--- src/rtl/lsu_mem_ctrl.sv ---
// lsu_mem_ctrl: load/store sequencer between the RV32 execute stage and a
// single-port, byte-enabled data memory with a 1-cycle synchronous read.
// Accepts one request at a time. Misaligned accesses that cross a word are
// split into two aligned word accesses, or rejected when SPLIT_MISALIGNED=0.
//
// Ports:
//   clk, rst            clock, asynchronous active-high reset
//   req_valid/ready     request handshake (ready only in IDLE)
//   req_we              1 = store, 0 = load
//   req_funct3          RV32 funct3 (B, H, W, BU, HU)
//   req_addr/req_wdata  byte address, right-justified store data
//   rsp_valid           one-cycle completion pulse
//   rsp_rdata/rsp_err   extended load data / illegal or rejected access
//   mem_addr/be/we      word address, byte enables, write strobe
//   mem_wdata/mem_rdata lane-aligned write data / read data (1 cycle later)
//
// state | meaning
// IDLE  | ready for a request; memory bus idle
// ACC0  | first (or only) word access
// ACC1  | second word of a split access; word0 read data captured
// CAP   | extract/extend load data, register the response
module lsu_mem_ctrl #(
  parameter int ADDR_WIDTH       = 32,
  parameter int DATA_WIDTH       = 32,
  parameter bit SPLIT_MISALIGNED = 1'b1
) (
  input  logic                  clk,
  input  logic                  rst,
  input  logic                  req_valid,
  output logic                  req_ready,
  input  logic                  req_we,
  input  logic [2:0]            req_funct3,
  input  logic [ADDR_WIDTH-1:0] req_addr,
  input  logic [DATA_WIDTH-1:0] req_wdata,
  output logic                  rsp_valid,
  output logic [DATA_WIDTH-1:0] rsp_rdata,
  output logic                  rsp_err,
  output logic [ADDR_WIDTH-1:0] mem_addr,
  output logic [DATA_WIDTH-1:0] mem_wdata,
  output logic                  mem_we,
  output logic [3:0]            mem_be,
  input  logic [DATA_WIDTH-1:0] mem_rdata
);

  typedef enum logic [1:0] {IDLE, ACC0, ACC1, CAP} state_t;

  state_t                state, state_nx;
  logic                  r_we, r_err, r_split;
  logic [2:0]            r_f3;
  logic [ADDR_WIDTH-1:0] r_addr;
  logic [31:0]           r_wdata, buf0;

  // decode of the incoming request, used only at the accept edge
  logic       in_legal, in_split, in_err;
  logic [2:0] in_bytes;

  always_comb begin
    in_legal = 1'b1;
    in_bytes = 3'd1;
    case (req_funct3)
      3'b000, 3'b100: in_bytes = 3'd1;
      3'b001, 3'b101: in_bytes = 3'd2;
      3'b010:         in_bytes = 3'd4;
      default:        in_legal = 1'b0;
    endcase
    in_split = ({1'b0, req_addr[1:0]} + in_bytes) > 3'd4;
    in_err   = !in_legal || (in_split && !SPLIT_MISALIGNED);
  end

  // lane placement of the latched request across two adjacent words
  logic [1:0]            off;
  logic [3:0]            mask;
  logic [7:0]            be64;
  logic [63:0]           wd64;
  logic [ADDR_WIDTH-1:0] word0;

  always_comb begin
    off = r_addr[1:0];
    case (r_f3[1:0])
      2'b00:   mask = 4'b0001;
      2'b01:   mask = 4'b0011;
      default: mask = 4'b1111;
    endcase
    be64  = {4'b0000, mask} << off;
    wd64  = {32'b0, r_wdata} << {off, 3'b000};
    word0 = {r_addr[ADDR_WIDTH-1:2], 2'b00};
  end

  // load data: in CAP mem_rdata holds the last word read; for a split access
  // buf0 holds word0, so r64 is the little-endian concatenation of both words
  logic [63:0] r64;
  logic [31:0] sh, ext;

  always_comb begin
    r64 = r_split ? {mem_rdata, buf0} : {32'b0, mem_rdata};
    sh  = 32'(r64 >> {off, 3'b000});
    case (r_f3)
      3'b000:  ext = {{24{sh[7]}}, sh[7:0]};
      3'b001:  ext = {{16{sh[15]}}, sh[15:0]};
      3'b100:  ext = {24'b0, sh[7:0]};
      3'b101:  ext = {16'b0, sh[15:0]};
      default: ext = sh;
    endcase
  end

  always_ff @(posedge clk or posedge rst) begin
    if (rst) begin
      state     <= IDLE;
      r_we      <= 1'b0;
      r_err     <= 1'b0;
      r_split   <= 1'b0;
      r_f3      <= 3'b0;
      r_addr    <= '0;
      r_wdata   <= 32'b0;
      buf0      <= 32'b0;
      rsp_valid <= 1'b0;
      rsp_rdata <= 32'b0;
      rsp_err   <= 1'b0;
    end else begin
      state     <= state_nx;
      rsp_valid <= (state == CAP);
      if (state == IDLE && req_valid) begin
        r_we    <= req_we;
        r_err   <= in_err;
        r_split <= in_split;
        r_f3    <= req_funct3;
        r_addr  <= req_addr;
        r_wdata <= req_wdata;
      end
      if (state == ACC1) buf0 <= mem_rdata;
      if (state == CAP) begin
        rsp_rdata <= (r_we || r_err) ? 32'b0 : ext;
        rsp_err   <= r_err;
      end
    end
  end

  always_comb begin
    state_nx  = state;
    req_ready = 1'b0;
    mem_addr  = '0;
    mem_wdata = 32'b0;
    mem_we    = 1'b0;
    mem_be    = 4'b0000;
    case (state)
      IDLE: begin
        req_ready = 1'b1;
        if (req_valid) state_nx = in_err ? CAP : ACC0;
      end
      ACC0: begin
        mem_addr  = word0;
        mem_wdata = wd64[31:0];
        mem_we    = r_we;
        mem_be    = be64[3:0];
        state_nx  = r_split ? ACC1 : CAP;
      end
      ACC1: begin
        mem_addr  = word0 + ADDR_WIDTH'(4);
        mem_wdata = wd64[63:32];
        mem_we    = r_we;
        mem_be    = be64[7:4];
        state_nx  = CAP;
      end
      default: state_nx = IDLE;
    endcase
  end

endmodule

--- config.mk ---
export PLATFORM = sky130hd
export DESIGN_NAME = lsu_mem_ctrl
export DESIGN_NICKNAME = d
export VERILOG_FILES = /design/src/rtl/lsu_mem_ctrl.sv
export SDC_FILE = /design/constraint.sdc
export NUM_CORES = 1
export LEC_CHECK = 0
export CORE_UTILIZATION = 25
export CTS_CLUSTER_DIAMETER = 120
export CTS_CLUSTER_SIZE = 20
export DETAILED_ROUTE_END_ITERATION = 10
export HOLD_SLACK_MARGIN = 0.15
export PLACE_DENSITY = 0.51
export SLEW_MARGIN = 0
export SYNTH_ARGS = -nofsm -noshare
export SYNTH_HDL_FRONTEND = slang
export SYNTH_SLANG_ARGS = --single-unit
--- constraint.sdc ---
create_clock -name clk -period 8.3 [get_ports clk]
set_clock_uncertainty 0.1 [all_clocks]
set_input_delay 1.245 -clock clk [delete_from_list [all_inputs] [get_ports clk]]
set_output_delay 1.245 -clock clk [all_outputs]
set_load 0.005 [all_outputs]
==> summary.md <==
| Metric | Value |
|---|---|
| Status | complete, no violations |
| Post-cts resize count | 0 |
| Yosys top cell area share | 39.9% |
| Skew-Pair Late Insertion Delay | roughly 0.43 ns |
| Initial antenna violation count | 2 |
| Die H | 188 um |
| Setup bufs post-CTS | 0 |
| Pin slew with the least headroom to its limit | 1.16 ns |
| Die W | roughly 190 um |
| Maximum clock insertion buffer count | 2 |
| RSZ-0062 raised after global routing | no |
| Clk root buf | clkbuf_16 |
| Hold Vio Cnt, Final | 0 |
| Largest net degree at the start of global routing | 75 |
| Via count | around 7,300 |
| Async set-reset flop share out of synthesis | 100% |
| CP required | ~7.0 ns |
| Nets | 1,115 |
| Dpl hpwl | roughly 20,000 um |
| Crit path time final | slightly below 5 ns |
| Ports | about 210 |
| Largest area contributor in the netlist | dfrtp_1 |
| Sink Count | 138 |
| Layout cells sized above 1 | 17.7% |
| GPL Wtd Cong | 0.838 |
| Leak | 4.40 nW |
| Unique masters post-synth | 58 |
| Synthesized area | 0.00866 sq mm |
| CP Class | reg2out |
| Row Count | between 60 and 70 |
| CTS tree | yes |
| PortBufs | 204 |
| #FFs+latches synth | 138 |
| Post-synth EDFFs | 0 |
| Crit path capture type | output pin |
| Tightest Hold Check Type | reg2reg |
| Vias in the first global route | about 7,400 |
| Via density per instance | between 5 and 6 |
| Crit share post-route | around 60% |
| Post-Route WL | 29,200 um |
| P&R area growth vs syn | 33.9% |
| Syn avg cell area | 10.3 sq um |
| First-pass GRT wire length | 45,300 um |
| Core Box Area | 0.0338 sq mm |
| Post-route cell area | 0.0116 sq mm |
| Post-CTS Hold Fix Bufs | 0 |
| Peak supply drop | 171 uV |
| Cell with the most instances after synthesis | dfrtp_1 |
| Prevailing post-synth register cell | dfrtp_1 |
| DRC | 0 |
| CP Data Arrival Time | 3.61 ns |
| Yosys warns | 0 |
| Initial core utilization | 25.6% |
| Detailed Routing Iterations Pass 1 | 6 |
| Initial DRC count | 527 |
| ANT nets after route | 0 |
| TritonCTS buffer count | 17 |
| Placed Area | roughly 0.011 sq mm |
| Global Route Usage Sum | 16.7% |
| Power Density | 387 mW/mm^2 |
| Per-cell routed wire length | between 15 and 20 um |
| Critical path peak fanout | 15 |
| Final setup violation count | 0 |
| Sequential area share after synthesis | approximately two fifths |
| Synth area leaders | dfrtp_1 40%, mux2_2 14%, mux2i_1 6.1%, mux4_2 6.0%, o21ai_0 3.1% |
| WHS | 0.387 ns |
| Global route total overflow | 0 |
| Max-cap violations | 0 |
| Element type at the critical path start | flop |
| H-tree levels | 4 |
| Synth cell count leaders | 138 x dfrtp_1, 107 x mux2_2, 66 x nand2_1, 54 x o21ai_0, 53 x mux2i_1 |
| Fmax | 202 MHz |
| Total power draw | 4.49 mW |
| Post-synthesis cell count | about 840 |
| Rel. slew slack | 22.8% |
| Clock transition at the registers of the reported paths | 0.06 ns |
| Total negative slack | 0 ns |
| Slew Limit Fails | 0 |
| Die Footprint | 0.0354 sq mm |
==> worst max-delay path, cell delays in order, from the launching register on <==
cell	delay, ns
dfrtp_1	0.40
inv_1	0.11
ha_1	0.56
nor2b_1	0.83
o31ai_1	0.16
a21boi_0	0.52
clkdlybuf4s50_1	0.61
==> cells in the final DEF (no fill, tap or decap), drive strengths merged, types with 5 or more instances in the layout <==
cell type,synthesis,routed
a21oi,48,48
a22oi,15,15
ha,6,6
and3,5,5
clkbuf,46,18
o2111a,7,7
mux2i,53,53
and2,17,17
o21a,7,7
buf,26,11
nand4,10,10
clkinv,3,9
nor2,31,31
o2bb2ai,19,19
clkdlybuf4s50,0,204
dfrtp,138,138
o21ai,56,56
mux2,107,107
nor3,7,7
nand3,27,27
o22ai,11,11
mux4,23,23
nor2b,19,19
a221oi,7,7
nand2,66,66
inv,21,25
o221ai,9,9
==> final cells by class <==
type / instances / area [sq um]
Fill cell: 3430 / 22200
Clock buffer: 18 / 429
Sequential cell: 138 / 3460
Multi-Input combinational cell: 609 / 4820
Tap cell: 448 / 561
Clock inverter: 13 / 95.1
Timing Repair Buffer: 215 / 2120
Antenna cell: 2 / 5.00
Inverter: 24 / 95.1
==> layer usage <==
metal,track usage (%),wire length (um),up-vias
met3,3.80,1470,27
met2,25.5,13300,210
met5,0,0,-
met1,23.0,13900,3638
met4,5.50,584,0
li1,-,-,3471
==> stage by stage <==
stage                     setup slack (ns)  util (%)  instances
final                                 3.35      34.3       1467
after global routing                  3.02      34.3       1467
after CTS                             3.26      34.3       1465
after detailed placement              3.75      32.7       1434
after global placement                3.78      32.7       1434
after floorplan                       3.26         -        843
==> state kept, by name (all words and copies together), names as in the netlist <==
name	flops
rsp_valid	1
state	2
r_wdata	32
rsp_err	1
buf0	32
rsp_rdata	32
r_err	1
r_f3	3
r_addr	32
r_we	1
r_split	1
==> cells by family (layout without fill, tap and decap cells) <==
kind of cell,count (synthesis),count (layout),share of synthesized area [%]
AOI/OAI and AO/OA,214,214,16.7
xor gates and xnor gates,4,4,0.405
adders and majority gates,7,7,1.10
muxes,183,183,26.0
buffers and inverters,96,270,4.58
DFF,138,138,39.9
other,1,4,0.0433
and+or+nand+nor,199,199,11.3
==> power by group <==
part	total, mW	internal [mW]	switching [mW]
clock network	0.699	0.382	0.317
registers	1.37	1.01	0.362
logic	2.42	1.28	1.14
==> path summary, 6_finish.rpt <==
path / from / to / slack (ns) / cells past startpoint
min in group asynchronous: rst / r_wdata[14]$_DFFE_PP0P_ / 1.22 / 2
max in group asynchronous: rst / r_addr[0]$_DFFE_PP0P_ / 5.36 / 3
min: rsp_rdata[24]$_DFFE_PP0P_ / rsp_rdata[24]$_DFFE_PP0P_ / 0.39 / 1
max reg2reg: r_addr[0]$_DFFE_PP0P_ / rsp_rdata[17]$_DFFE_PP0P_ / 5.23 / 5
max: state[1]$_DFFE_PP0P_ / mem_be[1] / 3.35 / 6
min reg2reg: rsp_rdata[24]$_DFFE_PP0P_ / rsp_rdata[24]$_DFFE_PP0P_ / 0.39 / 1
Power figures use the tool's default switching activity.
